### src/rtl/mul16_seq_pkg.sv
// Shared constants and state encoding for the mul16_seq shift-and-add multiplier.
// The optional overflow flag is enabled by defining MUL16_OVF_EN.
package mul16_seq_pkg;

    localparam int W     = 16;
    localparam int ITERS = 16;
    localparam int CNT_W = $clog2(ITERS);

    localparam logic [CNT_W-1:0] LAST = CNT_W'(ITERS - 1);

    typedef enum logic [1:0] {
        S_IDLE = 2'd0,
        S_RUN  = 2'd1,
        S_DONE = 2'd2
    } state_t;

endpackage

### src/rtl/mul16_seq_step.sv
// Add16 ripple adder and one combinational shift-and-add iteration.
// With MUL16_OVF_EN defined, mul16_step also reports the adder carry-out.
module Add16 (
    input  logic [15:0] a,
    input  logic [15:0] b,
    output logic [15:0] out
);

    logic [15:0] w_c;

    assign w_c[0] = 1'b0;

    genvar i;
    generate
        for (i = 0; i < 16; i++) begin : g_fa
            assign out[i] = a[i] ^ b[i] ^ w_c[i];
            if (i < 15) begin : g_c
                assign w_c[i+1] = (a[i] & b[i]) | (w_c[i] & (a[i] ^ b[i]));
            end
        end
    endgenerate

endmodule

module mul16_step
    import mul16_seq_pkg::*;
(
    input  logic [W-1:0] i_acc,
    input  logic [W-1:0] i_mcand,
    input  logic         i_bit,
`ifdef MUL16_OVF_EN
    output logic         o_ovf,
`endif
    output logic [W-1:0] o_acc
);

    logic [W-1:0] w_sum;

    Add16 u_add (
        .a   (i_acc),
        .b   (i_mcand),
        .out (w_sum)
    );

    assign o_acc = i_bit ? w_sum : i_acc;

`ifdef MUL16_OVF_EN
    // Carry-out rebuilt from the top bits, since Add16 exposes only the sum.
    assign o_ovf = i_bit &
                   ((i_acc[W-1] & i_mcand[W-1]) |
                    ((i_acc[W-1] ^ i_mcand[W-1]) & ~w_sum[W-1]));
`endif

endmodule

### src/rtl/mul16_seq.sv
// Sequential 16x16 unsigned multiplier, low 16 product bits, valid/ready in and out.
// Define MUL16_OVF_EN to get a sticky overflow flag on ovf; otherwise ovf is 0.
module mul16_seq
    import mul16_seq_pkg::*;
(
    input  logic         clock,
    input  logic         reset,
    input  logic         in_valid,
    output logic         in_ready,
    input  logic [W-1:0] a,
    input  logic [W-1:0] b,
    output logic         out_valid,
    input  logic         out_ready,
    output logic [W-1:0] out,
    output logic         ovf
);

    state_t           r_state;
    state_t           w_state_nxt;
    logic [W-1:0]     r_mcand;
    logic [W-1:0]     r_mplier;
    logic [W-1:0]     r_acc;
    logic [CNT_W-1:0] r_cnt;
    logic             r_out_valid;
    logic [W-1:0]     w_acc_nxt;

`ifdef MUL16_OVF_EN
    logic r_lost;
    logic r_ovf;
    logic w_step_ovf;
`endif

    mul16_step u_step (
        .i_acc   (r_acc),
        .i_mcand (r_mcand),
        .i_bit   (r_mplier[0]),
`ifdef MUL16_OVF_EN
        .o_ovf   (w_step_ovf),
`endif
        .o_acc   (w_acc_nxt)
    );

    always_comb begin
        w_state_nxt = r_state;
        case (r_state)
            S_IDLE:  if (in_valid) w_state_nxt = S_RUN;
            S_RUN:   if (r_cnt == LAST) w_state_nxt = S_DONE;
            S_DONE:  if (out_ready) w_state_nxt = S_IDLE;
            default: w_state_nxt = S_IDLE;
        endcase
    end

    always_ff @(posedge clock) begin
        if (reset) begin
            r_state     <= S_IDLE;
            r_mcand     <= '0;
            r_mplier    <= '0;
            r_acc       <= '0;
            r_cnt       <= '0;
            r_out_valid <= 1'b0;
`ifdef MUL16_OVF_EN
            r_lost      <= 1'b0;
            r_ovf       <= 1'b0;
`endif
        end else begin
            r_state     <= w_state_nxt;
            r_out_valid <= (w_state_nxt == S_DONE);
            case (r_state)
                S_IDLE: begin
                    if (in_valid) begin
                        r_mcand  <= a;
                        r_mplier <= b;
                        r_acc    <= '0;
                        r_cnt    <= '0;
`ifdef MUL16_OVF_EN
                        r_lost   <= 1'b0;
                        r_ovf    <= 1'b0;
`endif
                    end
                end
                S_RUN: begin
                    r_acc    <= w_acc_nxt;
                    r_mcand  <= r_mcand << 1;
                    r_mplier <= r_mplier >> 1;
                    r_cnt    <= r_cnt + CNT_W'(1);
`ifdef MUL16_OVF_EN
                    // A set bit already shifted out of mcand means this add overflows.
                    r_lost   <= r_lost | r_mcand[W-1];
                    r_ovf    <= r_ovf | w_step_ovf | (r_mplier[0] & r_lost);
`endif
                end
                default: ;
            endcase
        end
    end

    assign in_ready  = (r_state == S_IDLE);
    assign out_valid = r_out_valid;
    assign out       = r_acc;

`ifdef MUL16_OVF_EN
    assign ovf = r_ovf;
`else
    assign ovf = 1'b0;
`endif

endmodule

### config.mk
export PLATFORM = sky130hd
export DESIGN_NAME = mul16_seq
export DESIGN_NICKNAME = d
export VERILOG_FILES = /design/src/rtl/mul16_seq_pkg.sv /design/src/rtl/mul16_seq_step.sv /design/src/rtl/mul16_seq.sv
export SDC_FILE = /design/constraint.sdc
export NUM_CORES = 1
export LEC_CHECK = 0
export CAP_MARGIN = 20
export CORE_ASPECT_RATIO = 0.9
export CORE_MARGIN = 2
export CORE_UTILIZATION = 51
export DETAILED_ROUTE_END_ITERATION = 10
export PLACE_DENSITY_LB_ADDON = 0.3
export SLEW_MARGIN = 40
export SYNTH_ARGS = -nofsm -noshare
export SYNTH_HDL_FRONTEND = slang
export SYNTH_HIERARCHICAL = 1
export SYNTH_SLANG_ARGS = --single-unit
### constraint.sdc
create_clock -name clock -period 9.3 [get_ports clock]
set_input_delay 0.93 -clock clock [delete_from_list [all_inputs] [get_ports clock]]
set_output_delay 0.93 -clock clock [all_outputs]
set_load 0.1 [all_outputs]
# After elaboration in Yosys (flattened, before gate mapping)

Index checks and enable logic that the tools add are counted.

Input bits: 36
Output and inout port bits: 19
Word-level logic and storage cells: 104
Register bits: 55

Add/subtract/negate cells: 1
Bitwise operators: 74
Eq/ne operators: 6
Reductions and logical operators: 4
Muxes and demuxes: 13

Operator list:

| cell                                                                  | count |
|---|---|
| 16-bit case mux with 2 select lines                                   | 3 |
| 16-bit two-way mux                                                    | 4 |
| 1-bit bitwise XOR                                                     | 31 |
| 1-bit AND                                                             | 29 |
| 1-bit bitwise OR                                                      | 14 |
| 4-bit case mux with 2 select lines                                    | 1 |
| 2-bit two-way mux                                                     | 3 |
| 2-bit case mux with 3 select lines                                    | 1 |
| 4-bit by 1-bit adder with 4-bit output, second input constant         | 1 |
| 2-bit equality test, second input constant                            | 2 |
| 4-bit equality test, second input constant                            | 1 |
| 4-bit two-way mux                                                     | 1 |
| 2-bit != test, second input constant                                  | 2 |
| 3-bit AND reduction                                                   | 1 |
| 2-bit by 1-bit equality test with 1-bit output, second input constant | 1 |
| 2-bit logical NOT                                                     | 1 |
| 2-bit AND reduction                                                   | 1 |
| 2-bit nonzero test                                                    | 1 |

# Longest topological paths before layout

Gate-level depths: netlist of the first run.

Depth in word-level cells: 32
Gate-level depth with buffers: 21
Gate-level depth less buffers: 21

# Cells and area by module

Netlist of the first run, hierarchy kept.

Modules (own cells, without submodules):

| module     | times used | seq. area each (um^2) | cells an instance | area each (um^2) |
|---|---|---|---|---|
| mul16_seq  | 1          | 1,101.1               | 232               | 2,112.0 |
| Add16      | 1          | 0.0                   | 21                | 335.3 |
| mul16_step | 1          | 0.0                   | 18                | 249.0 |

# Worst setup path before layout of the first run

Ideal clock, no wire load.

Path kind: reg-to-reg
From: reg r_acc[0], in the netlist out[0]
To: reg r_acc[15], in the netlist out[15]
Required time: 9.172 ns
Data arrival time: 6.961 ns
Period minus slack after synthesis: 7.089 ns
Path slack: 2.211 ns
Cell stages (with the launch flop): 22
Cells stage by stage: dfxtp_1 > ha_1 > inv_1 > fa_1 > inv_1 > fa_1 > fa_1 > fa_1 > fa_1 > fa_1 > fa_1 > fa_1 > fa_1 > fa_1 > fa_1 > fa_1 > fa_1 > fa_1 > xor3_1 > mux2_2 > a22oi_1 > nor2_1

Cells in the longest elaborated chain, start to end: 32

Ends and longest elaborated chain:

| what                                | line                 | source |
|---|---|---|
| start, declared                     | mul16_seq.sv:22      | `logic [W-1:0] r_acc;` |
| start signal, assigned              | mul16_seq.sv:82      | `r_acc <= w_acc_nxt;` |
| 1-bit AND (2 in series)             | mul16_seq_step.sv:18 | `assign w_c[i+1] = (a[i] & b[i]) \| (w_c[i] & (a[i] ^ b[i]));` |
| 1-bit bitwise OR                    | mul16_seq_step.sv:18 |  |
| 1-bit AND                           | mul16_seq_step.sv:18 |  |
| 1-bit bitwise OR                    | mul16_seq_step.sv:18 |  |
| 1-bit AND                           | mul16_seq_step.sv:18 |  |
| 1-bit bitwise OR                    | mul16_seq_step.sv:18 |  |
| 1-bit AND                           | mul16_seq_step.sv:18 |  |
| 1-bit bitwise OR                    | mul16_seq_step.sv:18 |  |
| [17 not listed]                     | n/a                  |  |
| 1-bit bitwise OR                    | mul16_seq_step.sv:18 |  |
| 1-bit AND                           | mul16_seq_step.sv:18 |  |
| 1-bit bitwise OR                    | mul16_seq_step.sv:18 |  |
| 1-bit bitwise XOR                   | mul16_seq_step.sv:16 | `assign out[i] = a[i] ^ b[i] ^ w_c[i];` |
| via u_step.w_sum[15]                | mul16_seq_step.sv:37 | `logic [W-1:0] w_sum;` |
| 16-bit two-way mux                  | mul16_seq_step.sv:45 | `assign o_acc = i_bit ? w_sum : i_acc;` |
| via w_acc_nxt[15]                   | mul16_seq.sv:25      | `logic [W-1:0] w_acc_nxt;` |
| 16-bit case mux with 2 select lines | mul16_seq.sv:68      | `case (r_state)` |

The timed path passes the listed nets, and every way through them passes these cells. The select of a mux whose other input is x is not followed.
A chain may end at the register's enable or synchronous reset.

# Worst setup path in the final report of the first run

Same ends and word-level chain as after synthesis.

==> impl_metrics.ini, run 1 <==
[pwr]
power_w = 0.000474
leakagePower_nw = 1.30
powerDensity_nw_per_um2 = 149
ir_drop_v = 0.0000902

[floorplan]
core_area_um2 = 5160
ios = 55
initial_utilization_pct = 52.2
die_h_um = 73.0
dieArea_um2 = 5890
rows = 25
fp.dieW_um = 80.6

[global_routing]
grt_max_degree = 56
grtUsageTotal_pct = 20.5
antenna_found_initial = 0
grt_pass1_wl_um = 9440
first_global_vias = 1951
grt_overflow_total = 0

[synth]
synth.distinct_cells = 33
avgSynthCellArea_um2 = 9.95
synth-seq-cells = 55
yosysMostFrequentCell = dfxtp_1
synth_common_cells = dfxtp_1 (55), nor2_1 (53), a211oi_1 (30), o22ai_1 (30), a22oi_1 (17)
synthTopCellsByArea = dfxtp_1 (41%), fa_1 (10%), a211oi_1 (8.4%)
yosys.area.top_type = dfxtp_1
synthFlopType = dfxtp_1
synth_edf_count = 0
synth_area_um2 = 2700
synthCells = 271
yosysTopAreaCellShare_pct = 40.8
synth_nets = 323
yosys_warnings = 6
ys_seq_area_share_pct = 40.8
synthArstFlopShare_pct = 0

[timing]
hold_violations = 0
maxSlewViolCount = 0
finalSetupTns_ps = 0
worstMarginPinSlew_ps = 673
timing.fmax_mhz = 146
finalCritPeriodShare_pct = 73.7
grt_setup_unrepaired = false
slew_headroom_pct = 55.1
min_period_ps = 6860
clock_skew_ps = 6.53
holdWs_ps = 502
setup_viol = 0

[worst_setup_path]
path_delay_family = adder cells
max_stage_delay_ps = 410
cp_slowest_cell = fa_1
arrival_ps = 7030
crit_buf_inv = 2
end_kind = register
r2r_cells = 21
cp_max_fo = 4
cp_cell_sequence = ha_1 -> inv_1 -> fa_1 -> inv_1 -> fa_1 -> fa_1 -> fa_1 -> fa_1 -> fa_1 -> fa_1 -> fa_1 -> fa_1 -> fa_1 -> fa_1 -> fa_1 -> fa_1 -> fa_1 -> xor3_1 -> mux2_2 -> a22oi_1 -> nor2_1
critical_path_depth = 21
start_kind = register
worstPathRequired_ps = 9470
cpMostUsedCell = fa_1
crit_type = reg2reg

[job]
max-cap-violations = 0

[route]
drc_errors = 0
dr.pass1.iters = 4
ant_nets = 0
drtIter0Drc = 119
wl_per_cell_um = 14.8
routed_wl_um = 5540
vias = 2129
vias_per_cell = 5.68

[finish]
num_antenna_cells = 0
syn2layout_area_growth_pct = 17.7
nNetsFinal = 359
drive_above_1_share_pct = 15.9
fin_cells = 375

[cts]
clk_pin_slew_ps = 90
ctsResizeCount = 0
cts_buffers = 5
postCtsSetupBuffers = 0
root_buffer = clkbuf_8
clkLatencyLatePin_ps = 300
cts_sinks = 55
h-tree-depth = 2
ctsHoldBuffers = 0
clock_path_buffers = 2
tritoncts = done

[min_path]
min_path_cells = 2
hold_path_class = reg2reg

[place]
gp_congestion = 0.806
place_inst = 367
portBuffers = 53
post-dp-hpwl_um = 3620

[status]
outcome = completed
-- stage by stage --
| stage | instance area (um^2) | utilization (%) | setup slack (ps) |
|---|---|---|---|
| after floorplan | 2700 | - | 2210 |
| after global placement | 3170 | 61.5 | 2560 |
| after detailed placement | 3090 | 59.9 | 2440 |
| after CTS | 3170 | 61.4 | 2430 |
| after global routing | 3170 | 61.5 | 2180 |
| final | 3170 | 61.5 | 2440 |
-- layer usage --
layer	part of all wire [%]	up-vias	wire length (um)	track usage (%)
met5	0	-	0	0
met4	0.85	0	47	5.08
met3	4.7	5	260	4.21
met2	47	44	2610	32.6
met1	47	1024	2620	28.8
li1	-	1056	-	-
-- worst reg2reg max path, stage by stage (launching register included) --
cell,delay (ps)
dfxtp_1,340
ha_1,200
inv_1,70
fa_1,170
inv_1,50
fa_1,380
fa_1,390
fa_1,390
fa_1,390
fa_1,390
fa_1,400
fa_1,400
fa_1,390
fa_1,380
fa_1,390
fa_1,390
fa_1,410
fa_1,380
xor3_1,360
mux2_2,270
a22oi_1,160
nor2_1,60
-- worst paths after layout --
check / startpoint / endpoint / slack [ps]
worst max-delay path: out[0]$_SDFFE_PP0P_ / out[15]$_SDFFE_PP0P_ / 2440
worst min-delay path: r_mplier[15]$_SDFFE_PP0P_ / r_mplier[15]$_SDFFE_PP0P_ / 500
worst max register to register: out[0]$_SDFFE_PP0P_ / out[15]$_SDFFE_PP0P_ / 2440
worst min register to register: r_mplier[15]$_SDFFE_PP0P_ / r_mplier[15]$_SDFFE_PP0P_ / 500
-- logic make-up (layout without fill, tap and decap cells) --
logic type                 after synthesis  count (layout)  synth area share, %
buffers and inverters                   33              70                 6.45
and+or+nand+nor                         63              63                 9.61
other                                    1               1                0.139
AOI/OAI and AO/OA                       85              85                 22.3
muxes                                   17              17                 8.45
DFF                                     55              55                 40.8
adders and majority gates               16              16                 11.3
xor gates and xnor gates                 1               1                0.882
-- sequential cells by signal, summed over array words and instances, names as in the netlist --
register   cells
out_valid      1
r_mcand       16
out           16
r_mplier      16
r_cnt          4
r_state        2
-- cell usage in the layout, fill, tap and decap left out, types with 2 or more instances in the layout --
cell type,synthesis,layout
clkbuf_1,9,2
fa_1,14,14
a22oi_1,17,17
mux2_2,6,6
dfxtp_1,55,54
ha_1,2,2
inv_2,1,2
a21oi_1,2,2
clkdlybuf4s50_1,0,34
mux2_4,10,10
nand3_1,2,2
buf_4,3,3
o22ai_1,30,30
clkbuf_8,0,5
nor3_1,2,2
buf_2,12,18
a211oi_1,30,30
inv_1,6,5
nor2_1,53,53
a32oi_1,2,2
-- power by group --
group          internal [W]  switching, W  total (W)
Sequential         0.000250     0.0000149   0.000265
Combinational     0.0000402     0.0000453  0.0000855
Clock             0.0000531     0.0000710   0.000124
-- layout make-up --
| class | instances | area, um^2 |
|---|---|---|
| multi-input cells | 183 | 1430 |
| fillers | 461 | 1990 |
| repair buffers | 55 | 453 |
| clock buffers | 7 | 76.3 |
| clock inverters | 1 | 5.00 |
| well taps | 67 | 83.8 |
| flip-flops and latches | 55 | 1100 |
| inverters | 7 | 26.3 |
(Power assumes the default switching activity.)
==> run 2: changes to the inputs <==
Settings changed: CORE_UTILIZATION 51 to 46.
Clock period 9.3 ns to 5.5 ns, I/O delays scaled along.
==> run 2 against run 1 <==
Compared with the run above: the run now ends with setup timing left; die area up 10%; sequential power up 69%; sequential share of layout area down 1.2 points; critical path type unchanged; critical endpoint unchanged; largest cell class unchanged.
==> impl_metrics.ini, run 2 (synthesis results as in run 1) <==
[cts]
root_buffer = clkbuf_8
cts_buffers = 5
clk_pin_slew_ps = 100
clkLatencyLatePin_ps = 300
tritoncts = done
h-tree-depth = 2
clock_path_buffers = 2
postCtsSetupBuffers = 0
cts_sinks = 55

[floorplan]
ios = 55
core_area_um2 = 5660
die_h_um = 76.6
fp.dieW_um = 84.7
initial_utilization_pct = 47.6
rows = 26
dieArea_um2 = 6490

[worst_setup_path]
end_kind = register
cp_max_fo = 2
worstPathRequired_ps = 5680
path_delay_family = adder cells
max_stage_delay_ps = 360
cp_cell_sequence = ha_4 -> inv_2 -> fa_2 -> inv_2 -> fa_2 -> fa_2 -> fa_2 -> fa_2 -> fa_2 -> fa_2 -> fa_2 -> fa_2 -> fa_2 -> fa_2 -> fa_2 -> fa_2 -> fa_2 -> xor3_1 -> mux2_4 -> a22oi_2 -> nor2_1
cpMostUsedCell = fa_2
crit_buf_inv = 2
r2r_cells = 21
critical_path_depth = 21
crit_type = reg2reg
start_kind = register
cp_slowest_cell = dfxtp_4
arrival_ps = 6380

[status]
violations = setup timing
outcome = complete, but fails checks

[timing]
finalCritPeriodShare_pct = 113
fin_ws_ps = -705
hold_violations = 0
holdWs_ps = 507
slew_headroom_pct = 53.0
grt_setup_unrepaired = true
clock_skew_ps = 7.36
min_period_ps = 6200
timing.fmax_mhz = 161
worstMarginPinSlew_ps = 704
finalSetupTns_ps = -1160
setup_viol = 3
maxSlewViolCount = 0

[global_routing]
grt_pass1_wl_um = 9870
grt_max_degree = 56
gr-usage-met1_pct = 26.1
met3_usage_pct = 3.79
antenna_found_initial = 0
grt_overflow_total = 0
first_global_vias = 2068
top_usage_layer = met2
grtUsageTotal_pct = 18.6
met2_usage_pct = 29.3

[min_path]
hold_path_class = reg2reg
min_path_cells = 2

[job]
max-cap-violations = 0

[route]
vias = 2180
drc_errors = 0
wl_per_cell_um = 15.2
drtIter0Drc = 144
ant_nets = 0
routed_wl_um = 5860
dr.pass1.iters = 4
vias_per_cell = 5.66

[place]
gp_congestion = 0.778
post-dp-hpwl_um = 3860
placed_area_um2 = 3190
portBuffers = 53

[pwr]
ir_drop_v = 0.000160
leakagePower_nw = 1.32
powerDensity_nw_per_um2 = 246

[finish]
nNetsFinal = 366
drive_above_1_share_pct = 26.3
final_cell_mix = nor2_1 (53), dfxtp_1 (50), clkdlybuf4s50_1 (34)
final_common_cell = nor2_1
syn2layout_area_growth_pct = 22.9
num_antenna_cells = 0
fin_area_um2 = 3310
==> run 2: changes by cell type in the layout (fill, tap and decap cells not counted), sizes merged <==
| cell | change |
|---|---|
| clkinv | +2 |
| clkbuf | -2 |
| buf | +7 |
==> run 2: worst min-delay path: cells and delay by family, from the launching register on <==
family	cells	cell delay, ps
AND/OR/NAND/NOR	1	60
flip-flops	1	340
AO/OA/AOI/OAI	1	60
==> run 2: cell type report <==
| type | instances | area, um^2 |
|---|---|---|
| Clock buffer | 5 | 68.8 |
| Clock inverter | 3 | 15.0 |
| Fill cell | 513 | 2350 |
| Inverter | 7 | 26.3 |
| Multi-Input combinational cell | 183 | 1500 |
| Sequential cell | 55 | 1110 |
| Tap cell | 70 | 87.6 |
| Timing Repair Buffer | 62 | 505 |
==> run 2: through the flow <==
| step | std cells | utilization (%) | total power (W) | setup WS, ps |
|---|---|---|---|---|
| 3_5_place_dp | 377 | 56.4 | 0.000606 | -752 |
| 6_report | 385 | 58.5 | 0.000815 | -705 |
| 3_3_place_gp | 377 | 57.9 | 0.000605 | -693 |
| 5_1_grt | 385 | 58.5 | 0.000854 | -868 |
| 4_1_cts | 385 | 58.2 | 0.000819 | -724 |
| 2_1_floorplan | 271 | - | 0.000561 | -736 |
==> run 2: per-layer routing <==
layer	share of wire, %	routed length, um
met1	49	2860
met2	46	2680
met3	4.7	276
met4	0.70	41
met5	0	0
==> run 2: worst paths after layout <==
| kind | end | from | slack (ps) |
|---|---|---|---|
| worst max-delay path | out[15]$_SDFFE_PP0P_ | out[0]$_SDFFE_PP0P_ | -700 |
| worst min register to register | r_cnt[3]$_SDFFE_PP0P_ | r_cnt[3]$_SDFFE_PP0P_ | 510 |
| worst max register to register | out[15]$_SDFFE_PP0P_ | out[0]$_SDFFE_PP0P_ | -700 |
| worst min-delay path | r_cnt[3]$_SDFFE_PP0P_ | r_cnt[3]$_SDFFE_PP0P_ | 510 |
==> run 2: what timing repair did <==
item                                    in CTS  in global routing
endpoints found under the setup margin       3                  3
pin swaps                                    0                  1
hold buffers                                 0                  0
gates resized for setup                      5                  5
==> run 2: where the power goes <==
part	leakage, nW	internal [W]	switching [W]	total (W)
clock network	0.0477	0.0000875	0.000127	0.000214
registers	0.455	0.000422	0.0000265	0.000449
logic	0.816	0.0000722	0.0000796	0.000152
total	1.32	0.000582	0.000233	0.000815
==> run 3: changes to the inputs <==
Settings changed: CTS_CLUSTER_DIAMETER set to 100.
==> results of run 3 <==
Final layout, timing and power as in run 2 (identical DEF).
